File: src/rtl/uart_rx_cfg_bd.sv
// uart_rx_cfg_bd: 8N1 UART receiver; the bit period is taken from baud_cnt and held for the whole frame.
module uart_rx_cfg_bd #(
    parameter int BAUD_W = 16
) (
    input  logic              clk,
    input  logic              rst,
    input  logic              RX,
    input  logic [BAUD_W-1:0] baud_cnt,
    input  logic              clr_rdy,
    output logic [7:0]        rx_data,
    output logic              rdy,
    output logic              frm_err,
    output logic              ovr
);
    typedef enum logic [1:0] {IDLE, START, DATA, STOP} state_e;
    state_e            state_q, state_d;
    logic              s1_q, rx_s_q, rx_p_q;
    logic [BAUD_W-1:0] bd_q, bd_d, tmr_q, tmr_d;
    logic [2:0]        idx_q, idx_d;
    logic [7:0]        sh_q, sh_d, rx_data_d;
    logic              rdy_d, frm_err_d, ovr_d, tick;

    always_ff @(posedge clk) begin
        if (rst) begin
            state_q <= IDLE;
            s1_q    <= 1'b1;
            rx_s_q  <= 1'b1;
            rx_p_q  <= 1'b1;
            bd_q    <= '0;
            tmr_q   <= '0;
            idx_q   <= '0;
            sh_q    <= '0;
            rx_data <= '0;
            rdy     <= 1'b0;
            frm_err <= 1'b0;
            ovr     <= 1'b0;
        end else begin
            state_q <= state_d;
            s1_q    <= RX;
            rx_s_q  <= s1_q;
            rx_p_q  <= rx_s_q;
            bd_q    <= bd_d;
            tmr_q   <= tmr_d;
            idx_q   <= idx_d;
            sh_q    <= sh_d;
            rx_data <= rx_data_d;
            rdy     <= rdy_d;
            frm_err <= frm_err_d;
            ovr     <= ovr_d;
        end
    end

    // A sample is taken on the cycle the timer sits at zero; it then reloads a full bit period.
    always_comb begin
        tick      = tmr_q == '0;
        state_d   = state_q;
        bd_d      = bd_q;
        tmr_d     = state_q == IDLE ? tmr_q : (tick ? bd_q - BAUD_W'(1) : tmr_q - BAUD_W'(1));
        idx_d     = idx_q;
        sh_d      = sh_q;
        rx_data_d = rx_data;
        rdy_d     = rdy & ~clr_rdy;
        ovr_d     = ovr & ~clr_rdy;
        frm_err_d = frm_err;
        case (state_q)
            IDLE: if (rx_p_q && !rx_s_q && baud_cnt >= BAUD_W'(16)) begin
                bd_d    = baud_cnt;
                tmr_d   = baud_cnt >> 1;
                state_d = START;
            end
            START: if (tick) begin
                state_d = rx_s_q ? IDLE : DATA;
                idx_d   = '0;
            end
            DATA: if (tick) begin
                sh_d    = {rx_s_q, sh_q[7:1]};
                idx_d   = idx_q + 3'd1;
                state_d = idx_q == 3'd7 ? STOP : DATA;
            end
            STOP: if (tick) begin
                state_d   = IDLE;
                frm_err_d = ~rx_s_q;
                if (rx_s_q) begin
                    rx_data_d = sh_q;
                    rdy_d     = 1'b1;
                    ovr_d     = rdy;
                end
            end
            default: state_d = IDLE;
        endcase
    end
endmodule

File: config.mk
export PLATFORM = sky130hd
export DESIGN_NAME = uart_rx_cfg_bd
export DESIGN_NICKNAME = d
export VERILOG_FILES = /design/src/rtl/uart_rx_cfg_bd.sv
export SDC_FILE = /design/constraint.sdc
export NUM_CORES = 1
export LEC_CHECK = 0
export ABC_CLOCK_PERIOD_IN_PS = 4500
export CAP_MARGIN = 10
export CORE_ASPECT_RATIO = 1.25
export CORE_UTILIZATION = 56
export DETAILED_ROUTE_END_ITERATION = 8
export PLACE_DENSITY = 0.77
export SLEW_MARGIN = 20
export SYNTH_ARGS = -nofsm -noshare
export SYNTH_HDL_FRONTEND = slang
export SYNTH_SLANG_ARGS = --single-unit
File: constraint.sdc
create_clock -name clk -period 4.5 [get_ports clk]
set_clock_uncertainty 0.15 [all_clocks]
set_input_delay 1.35 -clock clk [delete_from_list [all_inputs] [get_ports clk]]
set_output_delay 1.35 -clock clk [all_outputs]
set_load 0.01 [all_outputs]
==> results.tsv, run 1 <==
stage	metric	value	unit
outcome	outcome	finished, final reports clean	
detailed_routing	first_pass_iters	5	
min_path	hold_depth	1	
power	p_leak	0.00127	µW
setup_path	cpMaxStageDelayCell	nand2_1	
placement	portBuffers	30	
setup_path	startpoint_type	input port	
synth	synth_area	0.00299	mm²
detailed_routing	drc_errors	0	
floorplan	die_area	0.00564	mm²
min_path	hp-start	s1_q	
placement	post-place-ws	0.628	ns
timing	tightest_slew	0.805	ns
clocking	cts_tree	built	
floorplan	pin_count	31	
grt	grt_pass1_vias	2543	
setup_path	cp-end-kind	flip-flop	
synth	yosys-top-cells-area	dfxtp_1 39%, nand2_1 7.3%, mux2i_1 7.0%, a21oi_1 6.9%, nor2_1 4.3%	
floorplan	die_w	67.4	µm
clocking	cts-buffers-inserted	9	
grt	grt_usage	0.282	
detailed_routing	routed_via_density	6.06	
layout	fillers	445	
setup_path	crit-reg2reg-launch	tmr_q[11]	
floorplan	core_area	0.00512	mm²
synth	avgSynthCellArea	8.15	µm²
synth	yosys.area.top_type	dfxtp_1	
clocking	clkTransAtPathRegs	0.06	ns
clocking	cts_setup_buffers	0	
timing	hold_viol	0	
setup_path	crit_path_frequent_cell	nand2_1	
synth	ys_types	53	
setup_path	slowest_delay	0.58	ns
timing	post-route-period-util	0.796	
setup_path	cp_data_arrival_time	3.70	ns
layout	nets	412	
placement	routabilityCongestion	0.872	
setup_path	path_depth	7	
setup_path	path_buf_inv	1	
timing	relSlewSlack	0.463	
detailed_routing	wire_per_inst	16.2	µm
clocking	cts.htree.levels	3	
timing	fin_ws	0.918	ns
timing	max_freq	279	MHz
synth	synth_edf_count	0	
synth	async_flop_share	0	
min_path	hold_path.class	flip-flop to flip-flop	
power	power_density	381	mW/mm²
layout	area_growth	16.4	%
timing	setup_viol_count_final	0	
timing	rsz0062_at_grt	false	
clocking	cts_resized	0	
synth	netlist_instances	367	
detailed_routing	wl	7.37	mm
synth	synthFlopType	dfxtp_1	
grt	grt_pass1_wl	12.0	mm
setup_path	critPathTopFamily	simple AND/OR/NAND/NOR gates	
grt	antenna_found_initial	0	
timing	finalSetupTns	0	ns
timing	slew_violations	0	
setup_path	cp_cell_sequence	clkdlybuf4s50_1, nor4_1, nand3_1, and3_1, nand2_1, nand2_1, a21oi_1	
floorplan	placementRows	29	
grt	grt_max_degree	44	
setup_path	crit_fanout	16	
synth	ys_seq_area_frac	0.395	
clocking	cts_hold_buffers	0	
run	cap_violations	0	
timing	finalCriticalPeriod	3.58	ns
layout	drive_gt1_frac	0.0840	
synth	synth_top_area_share	0.395	
detailed_routing	ant_nets	0	
synth	ys_ff_latch	59	
synth	syn_nets	390	
power	ir_worst_vdd	289	µV
setup_path	worstRegToRegCells	11	
clocking	clock_tree.root_cell	clkbuf_8	
detailed_routing	vias	2757	
setup_path	crit_start	baud_cnt[6]	
grt	grt_overflow	0	
synth	ys_warn_count	0	
clocking	cts.sinks	59	
placement	dp_hpwl	4.91	mm
setup_path	required	4.62	ns
setup_path	critPathKind	input port to flip-flop	
floorplan	die_h	83.7	µm
clocking	clk_latency	0.34	ns
layout	antennaDiodeCount	0	
clocking	cts_max_path_buffers	2	
floorplan	start_util	0.585	
detailed_routing	drt_iter0_drc	306	
-- layer usage --
metal  vias to the layer above  GRT usage  routed length [µm]
met4                         0      0.122                 180
li1                       1365          -                   -
met3                        22     0.0874                 354
met1                      1287      0.341                3190
met5                         -          0                   0
met2                        83      0.447                3650
-- report_power, final --
part           leakage (µW)  switching, µW  internal, µW
clock             0.0000995            202           282
sequential         0.000479           26.5           542
combinational      0.000691            163           112
-- worst paths after layout --
kind,slack [ns],end
min,0.26,rx_s_q
max reg2reg,1.01,tmr_q[14]
max,0.92,bd_q[8]
min reg2reg,0.26,rx_s_q
-- per-stage QoR --
stage	cells	hold slack (ns)	util	cell area (µm²)	total power, µW
final	455	0.262	0.681	3480	1330
after global routing	455	0.283	0.681	3480	1380
after CTS	455	0.268	0.681	3480	1330
after detailed placement	440	0.253	0.643	3290	848
after global placement	440	0.245	0.643	3290	846
after floorplan	367	0.239	-	2990	781
-- logic make-up (layout without fill, tap and decap cells) --
logic type	after synthesis	in the layout	synth area share
XOR/XNOR	7	7	0.0205
multiplexers	22	22	0.0740
AND/OR/NAND/NOR	153	153	0.248
flip-flops	59	59	0.395
adder cells (fa/ha/maj)	3	3	0.0125
buffers and inverters	27	53	0.0439
AO/OA/AOI/OAI	96	96	0.206
-- sequential cells by signal (all words and copies together) (netlist names), named ones only --
signal	cells
rx_data	8
rx_p_q	1
ovr	1
tmr_q	16
s1_q	1
bd_q	16
state_q	1
rx_s_q	1
rdy	1
idx_q	3
sh_q	8
frm_err	1
-- layout make-up --
type | instances | area [µm²] | area share
Timing Repair Buffer | 36 | 340 | 0.0977
Sequential cell | 59 | 1180 | 0.339
Clock buffer | 13 | 159 | 0.0456
Multi-Input combinational cell | 281 | 1680 | 0.483
Clock inverter | 2 | 35.0 | 0.0101
Tap cell | 62 | 77.6 | 0.0223
Inverter | 2 | 7.51 | 0.00216
-- placed cells by master (no fill, tap or decap), drive strengths merged, types with 3 or more instances in the layout --
cell type      Yosys  final
ha                 3      3
o21ai              4      4
nor3              11     11
xnor2              5      5
nor2b              6      6
a2111oi            3      3
nor4               9      9
dfxtp             59     59
nand3b             3      3
or2                6      6
a31oi             15     15
mux2i             21     21
buf                7      7
nand2             59     59
a211oi            14     14
a21oi             41     41
a211o              3      3
clkdlybuf4s50      0     29
clkbuf            18     13
nor2              35     35
a311oi             4      4
nand2b             3      3
or3                5      5
nand3              7      7
-- synth_stat cells (all sizes together) (3+ instances only) --
cell,count
xnor2,5
a21oi,41
ha,3
nand3b,3
mux2i,21
clkbuf,18
nand3,7
buf,7
or2,6
nand2,59
nor2b,6
a311oi,4
nor2,35
a2111oi,3
a211oi,14
dfxtp,59
or3,5
nand2b,3
nor3,11
nor4,9
a211o,3
o21ai,4
a31oi,15
No activity file was read; power rests on OpenSTA's default activity.
==> run 2, diff against run 1 <==
--- a/config.mk
+++ b/config.mk
@@ -5,12 +5,12 @@
 export SDC_FILE = /design/constraint.sdc
 export NUM_CORES = 1
 export LEC_CHECK = 0
-export ABC_CLOCK_PERIOD_IN_PS = 4500
+export ABC_CLOCK_PERIOD_IN_PS = 2920
 export CAP_MARGIN = 10
 export CORE_ASPECT_RATIO = 1.25
-export CORE_UTILIZATION = 56
+export CORE_UTILIZATION = 51
 export DETAILED_ROUTE_END_ITERATION = 8
-export PLACE_DENSITY = 0.77
+export PLACE_DENSITY = 0.74
 export SLEW_MARGIN = 20
 export SYNTH_ARGS = -nofsm -noshare
 export SYNTH_HDL_FRONTEND = slang
==> constraint.sdc (replaced) <==
create_clock -name clk -period 2.92 [get_ports clk]
set_clock_uncertainty 0.15 [all_clocks]
set_input_delay 0.876 -clock clk [delete_from_list [all_inputs] [get_ports clk]]
set_output_delay 0.876 -clock clk [all_outputs]
set_load 0.01 [all_outputs]
==> run 2 against run 1 <==
Against the previous run:
- count of clock-buffer cells in the layout shrank 3
- sequential power rose by 51%
- flip-flop and latch count did not move
- worst hold slack improved by 0.0021 ns
- total power increased by 76%
- critical endpoint is now tmr_q[6]
- setup slack worse by 0.72 ns
- the run now ends with DRC left
- register-to-register slack got worse by 0.81 ns
- highest routed layer unchanged
- critical path depth increased by 5
==> results.tsv, run 2 (same netlist as run 1, synthesis figures left out) <==
stage	metric	value	unit	change
outcome	outcome	finished, violations left		was finished, final reports clean
layout	multi_input_area	0.00170	mm²	was 0.00168 mm²
floorplan	die_w	70.5	µm	was 67.4 µm
power	p_leak	0.00150	µW	was 0.00127 µW
power	p_clk_frac	0.404		was 0.365
floorplan	start_util	0.539		was 0.585
placement	routabilityCongestion	0.904		was 0.872
grt	grt_overflow	0		unchanged
timing	tightest_slew	0.637	ns	was 0.805 ns
setup_path	worstRegToRegCells	12		was 11
clocking	clock_tree.root_cell	clkbuf_8		unchanged
detailed_routing	wl	7.88	mm	was 7.37 mm
layout	regArea	0.00118	mm²	unchanged
timing	hold_viol	0		unchanged
timing	setup_viol_count_final	0		unchanged
detailed_routing	vias	2942		was 2,757
clocking	cts_tree	built		unchanged
run	cap_violations	0		unchanged
timing	rsz0062_at_grt	false		unchanged
detailed_routing	ant_nets	0		unchanged
power	switching_share	0.287		was 0.295
placement	dp_hpwl	5.45	mm	was 4.91 mm
grt	grt_pass1_wl	12.8	mm	was 12.0 mm
layout	area_growth	29.6	%	was 16.4%
timing	relSlewSlack	0.564		was 0.463
placement	portBuffers	30		unchanged
floorplan	die_area	0.00618	mm²	was 0.00564 mm²
layout	final_common_cell	dfxtp_1		unchanged
layout	nets	451		was 412
grt	grt_usage	0.265		was 0.282
clocking	clk_latency	0.35	ns	was 0.34 ns
clocking	cts.sinks	59		unchanged
timing	finalCriticalPeriod	2.72	ns	
detailed_routing	drt_iter0_drc	245		was 306
floorplan	die_h	87.6	µm	was 83.7 µm
setup_path	startpoint_type	flip-flop		was input port
grt	antenna_found_initial	0		unchanged
setup_path	cp-end-kind	flip-flop		unchanged
timing	max_freq	367	MHz	
outcome	violations	DRC		
floorplan	placementRows	30		was 29
power	power_density	603	mW/mm²	was 381 mW/mm²
layout	antennaDiodeCount	0		unchanged
setup_path	rrSetupSlack	0.20	ns	was 1.01 ns
clocking	cts-buffers-inserted	9		unchanged
floorplan	pin_count	31		unchanged
power	internal-power	1670	µW	was 936 µW
placement	post-place-ws	-0.237	ns	was 0.628 ns
min_path	hold_depth	1		unchanged
timing	slew_violations	0		unchanged
power	power.net_switching	672	µW	was 391 µW
timing	fin_ws	0.196	ns	was 0.918 ns
detailed_routing	wire_per_inst	15.9	µm	was 16.2 µm
layout	reg.largest.list	bd_q x16, tmr_q x16		unchanged
layout	final_cell_mix	59 x dfxtp_1, 58 x nand2_1, 43 x buf_4, 41 x a21oi_1, 33 x nor2_1		was 59 x dfxtp_1, 58 x nand2_1, 41 x a21oi_1, 33 x nor2_1, 29 x clkdlybuf4s50_1
setup_path	cp_data_arrival_time	2.79	ns	was 3.70 ns
power	ir_worst_vdd	383	µV	was 289 µV
detailed_routing	drc_errors	4		was 0
power	total_power	2340	µW	was 1330 µW
detailed_routing	routed_via_density	5.92		was 6.06
power	p_seq_frac	0.367		was 0.428
clocking	cts_max_path_buffers	2		unchanged
detailed_routing	first_pass_iters	6		was 5
timing	finalSetupTns	0	ns	unchanged
layout	fillers	466		was 445
setup_path	crit_fanout	3		was 16
clocking	clkTransAtPathRegs	0.07	ns	was 0.06 ns
setup_path	critPathKind	flip-flop to flip-flop		was input port to flip-flop
grt	grt_max_degree	37		was 44
min_path	hold_path.class	flip-flop to flip-flop		unchanged
grt	grt_pass1_vias	2767		was 2,543
setup_path	required	2.99	ns	was 4.62 ns
clocking	cts.htree.levels	3		unchanged
timing	post-route-period-util	0.933		
floorplan	core_area	0.00556	mm²	was 0.00512 mm²
power	combPwrFrac	0.228		was 0.207
layout	drive_gt1_frac	0.182		was 0.0840
run 2: cell types whose count changed in the layout (fill, tap and decap cells not counted), sizes merged:
cell	before	now
buf	7	46
bufinv	1	3
clkbuf	13	10
clkinv	1	3
run 2: metrics by stage:
stage	util	hold WS [ns]	std cells	instance area, µm²
2_1_floorplan	-	0.239	367	3010
3_3_place_gp	0.649	0.245	480	3600
3_5_place_dp	0.649	0.248	480	3600
4_1_cts	0.694	0.264	496	3850
5_1_grt	0.698	0.268	497	3880
6_report	0.698	0.264	497	3880
run 2: per-layer routing:
metal | routed length [µm] | vias up | share of wire | GRT usage
li1 | - | 1447 | - | -
met1 | 3260 | 1370 | 0.41 | 0.300
met2 | 3900 | 99 | 0.49 | 0.462
met3 | 449 | 26 | 0.057 | 0.0587
met4 | 270 | 0 | 0.034 | 0.154
met5 | 0 | - | 0 | 0
run 2: critical path, cell delays in order (launching register included):
cell and delay [ns]:
dfxtp_1 0.33, or4_4 0.56, nor4_4 0.19, and2_4 0.20
a21oi_1 0.09, ha_2 0.20, nor3b_2 0.17, nand2b_1 0.09
buf_4 0.11, a311oi_1 0.05, a211o_1 0.25, a31oi_1 0.13
a211oi_1 0.06
run 2: power groups by stage:
stage	clock [µW]	sequential (µW)	combinational, µW
after detailed placement	0	876	510
after global routing	987	863	574
after floorplan	0	876	334
after global placement	0	875	501
after CTS	954	858	517
final	945	859	534
run 2: area by class of cell:
type	count	share of cell area
multi-input combinational	281	0.439
clock buffer	10	0.0355
timing repair buffer	75	0.170
tap	64	0.0207
sequential	59	0.305
inverter	2	0.00194
clock inverter	6	0.0290
run 2: path summary, 6_finish.rpt:
path / start / end
setup / recovery: tmr_q[14] / tmr_q[6]
hold / removal: s1_q / rx_s_q
setup reg to reg: tmr_q[14] / tmr_q[6]
hold reg to reg: s1_q / rx_s_q
run 2: what timing repair did:
| item | CTS | global route |
|---|---|---|
| hold endpoints to repair | 0 | 0 |
| hold buffers | 0 | 0 |
| buffers inserted | 0 | 1 |
| gates resized for setup | 0 | 4 |
| setup endpoints to repair | 0 | 6 |
==> run 3, diff against run 2 <==
--- a/config.mk
+++ b/config.mk
@@ -5,7 +5,7 @@
 export SDC_FILE = /design/constraint.sdc
 export NUM_CORES = 1
 export LEC_CHECK = 0
-export ABC_CLOCK_PERIOD_IN_PS = 2920
+export ABC_CLOCK_PERIOD_IN_PS = 2400
 export CAP_MARGIN = 10
 export CORE_ASPECT_RATIO = 1.25
 export CORE_UTILIZATION = 51
==> constraint.sdc (replaced) <==
create_clock -name clk -period 2.4 [get_ports clk]
set_clock_uncertainty 0.15 [all_clocks]
set_input_delay 0.72 -clock clk [delete_from_list [all_inputs] [get_ports clk]]
set_output_delay 0.72 -clock clk [all_outputs]
set_load 0.01 [all_outputs]
==> run 3 against run 2 <==
Against the previous run:
- the flow finishes with violations (DRC, setup timing)
- wire length grew 8.8%
- worst hold slack worse by 0.0082 ns
- die area did not move
- non-clock buffer count rose by 26
- total power increased by 19%
- flip-flop and latch count did not move
- design area grew 8.3%
- global-route usage rose by 1.9 points
- via count is 6.4% higher
- fmax rose by 2.0%
- largest power group is now registers
==> results.tsv, run 3 (same netlist as run 1, synthesis figures left out) <==
stage	metric	value	unit	change
outcome	outcome	finished, violations left		unchanged
outcome	violations	DRC, setup timing		was DRC
layout	final_util	0.756		was 0.698
placement	dp_hpwl	5.50	mm	was 5.45 mm
timing	setup_viol_count_final	6		was 0
placement	routabilityCongestion	0.885		was 0.904
run	cap_violations	0		unchanged
layout	design_area	0.00420	mm²	was 0.00388 mm²
power	power_density	663	mW/mm²	was 603 mW/mm²
layout	drive_gt1_frac	0.279		was 0.182
power	internal-power	1900	µW	was 1670 µW
timing	rsz0062_at_grt	true		was false
layout	reg.largest.list	bd_q x16, tmr_q x16		unchanged
setup_path	rrSetupSlack	-0.27	ns	was 0.20 ns
detailed_routing	vias	3131		was 2,942
power	p_seq_frac	0.374		was 0.367
power	power.net_switching	880	µW	was 672 µW
placement	post-place-cells	496		was 480
clocking	cts_max_path_buffers	2		unchanged
floorplan	die_w	70.5	µm	unchanged
floorplan	pin_count	31		unchanged
power	switching_share	0.316		was 0.287
floorplan	core_area	0.00556	mm²	unchanged
setup_path	r2r-end	tmr_q[6]		unchanged
setup_path	cp_cell_sequence	or4_4, nor4_4, and2_4, a21oi_4, ha_2, nor3b_4, nand2b_1, buf_4, a311oi_2, a211o_1, a31oi_1, a211oi_1		was or4_4, nor4_4, and2_4, a21oi_1, ha_2, nor3b_2, nand2b_1, buf_4, a311oi_1, a211o_1, a31oi_1, a211oi_1
setup_path	required	2.48	ns	was 2.99 ns
clocking	cts.sinks	59		unchanged
setup_path	crit_start	tmr_q[14]		unchanged
placement	portBuffers	30		unchanged
floorplan	placementRows	30		unchanged
detailed_routing	routed_via_density	5.99		was 5.92
setup_path	path_depth	12		unchanged
clocking	cts.htree.levels	3		unchanged
timing	post-route-period-util	1.11		was 0.933
power	total_power	2780	µW	was 2340 µW
placement	dpl_cell_area	0.00372	mm²	was 0.00360 mm²
power	combPwrFrac	0.298		was 0.228
timing	finalCriticalPeriod	2.67	ns	was 2.72 ns
setup_path	crit-reg2reg-launch	tmr_q[14]		unchanged
setup_path	critPathTopFamily	simple AND/OR/NAND/NOR gates		unchanged
grt	grt_max_degree	36		was 37
timing	relSlewSlack	0.570		was 0.564
clocking	clk_latency	0.34	ns	was 0.35 ns
power	p_clk_frac	0.327		was 0.404
setup_path	path_buf_inv	1		unchanged
detailed_routing	first_pass_iters	7		was 6
timing	max_freq	375	MHz	was 367 MHz
layout	layoutNonFillerInstCount	523		was 497
clocking	clock_tree.root_cell	clkbuf_8		unchanged
grt	grt_usage	0.284		was 0.265
detailed_routing	drt_iter0_drc	352		was 245
timing	hold_viol	0		unchanged
grt	grt_pass1_vias	3037		was 2,767
timing	slew_violations	0		unchanged
setup_path	worstRegToRegCells	12		unchanged
clocking	clkTransAtPathRegs	0.07	ns	about the same
setup_path	slowest_delay	0.56	ns	about the same
layout	final_cell_mix	62 x buf_4, 58 x dfxtp_1, 57 x nand2_1, 36 x a21oi_1, 33 x nor2_1		was 59 x dfxtp_1, 58 x nand2_1, 43 x buf_4, 41 x a21oi_1, 33 x nor2_1
floorplan	die_area	0.00618	mm²	unchanged
detailed_routing	drc_errors	4		unchanged
detailed_routing	ant_nets	0		unchanged
setup_path	cp_data_arrival_time	2.75	ns	was 2.79 ns
grt	grt_overflow	0		unchanged
timing	tightest_slew	0.645	ns	was 0.637 ns
clocking	cts-buffers-inserted	9		unchanged
grt	grt_pass1_wl	13.7	mm	was 12.8 mm
setup_path	crit_fanout	3		unchanged
floorplan	die_h	87.6	µm	unchanged
setup_path	critPathKind	flip-flop to flip-flop		unchanged
detailed_routing	wl	8.57	mm	was 7.88 mm
placement	post-place-ws	-0.543	ns	was -0.237 ns
grt	antenna_found_initial	0		unchanged
setup_path	cpMaxStageDelayCell	or4_4		unchanged
layout	area_growth	40.3	%	was 29.6%
power	ir_worst_vdd	502	µV	was 383 µV
layout	fillers	399		was 466
clocking	cts_tree	built		unchanged
setup_path	worstSetupEndpoint	tmr_q[6]		unchanged
layout	antennaDiodeCount	0		unchanged
setup_path	cp-end-kind	flip-flop		unchanged
setup_path	startpoint_type	flip-flop		unchanged
detailed_routing	wire_per_inst	16.4	µm	was 15.9 µm
min_path	hold_path.class	flip-flop to flip-flop		unchanged
clocking	cts_hold_buffers	0		unchanged
power	p_leak	0.00169	µW	was 0.00150 µW
layout	final_common_cell	buf_4		was dfxtp_1
layout	nets	477		was 451
timing	fin_ws	-0.269	ns	was 0.196 ns
floorplan	start_util	0.539		unchanged
## run 3: changes by cell type in the layout (fill, tap and decap cells not counted), sizes merged
cell           change
dlymetal6s2s       +6
clkinvlp           +2
clkdlybuf4s50      -6
buf               +26
clkbuf             -1
inv                +1
bufinv             -2
## run 3: final cells by class
cell class	instances	area [µm²]	share of cell area
Clock buffer	9	124	0.0295
Clock inverter	7	76.3	0.0182
Inverter	2	7.51	0.00179
Multi-Input combinational cell	281	1820	0.435
Sequential cell	59	1180	0.282
Tap cell	64	80.1	0.0191
Timing Repair Buffer	101	903	0.215
## run 3: worst min path at each step
stage,start,endpoint,cells past startpoint
4_1_cts,s1_q,rx_s_q,1
3_3_place_gp,s1_q,rx_s_q,1
5_1_grt,s1_q,rx_s_q,1
2_1_floorplan,s1_q,rx_s_q,1
3_5_place_dp,s1_q,rx_s_q,1
6_report,s1_q,rx_s_q,1
## run 3: what timing repair did
action | 4_1_cts | 5_1_grt
endpoints found under the hold margin | 0 | 0
cloned | 0 | 0
endpoints found under the setup margin | 46 | 47
resized for setup | 19 | 26
pin swaps | 14 | 7
buffers inserted | 4 | 7
## run 3: through the flow
| stage | TNS, ns | hold WS, ns |
|---|---|---|
| final | -1.08 | 0.256 |
| after global routing | -2.08 | 0.267 |
| after CTS | -0.822 | 0.265 |
| after detailed placement | -13.80 | 0.254 |
| after global placement | -11.81 | 0.241 |
| after floorplan | -4.12 | 0.239 |
## run 3: power by group through the flow
stage | sequential [µW] | clock [µW] | combinational [µW]
after floorplan | 1070 | 0 | 410
after global placement | 1060 | 0 | 647
after detailed placement | 1060 | 0 | 653
after CTS | 1040 | 921 | 724
after global routing | 1040 | 972 | 881
final | 1040 | 911 | 831
## run 3: routing by layer
metal	GRT usage	vias up	wire, µm
met1	0.321	1466	3410
met3	0.0449	34	435
li1	-	1499	-
met4	0.135	0	276
met2	0.523	132	4450
met5	0	-	0
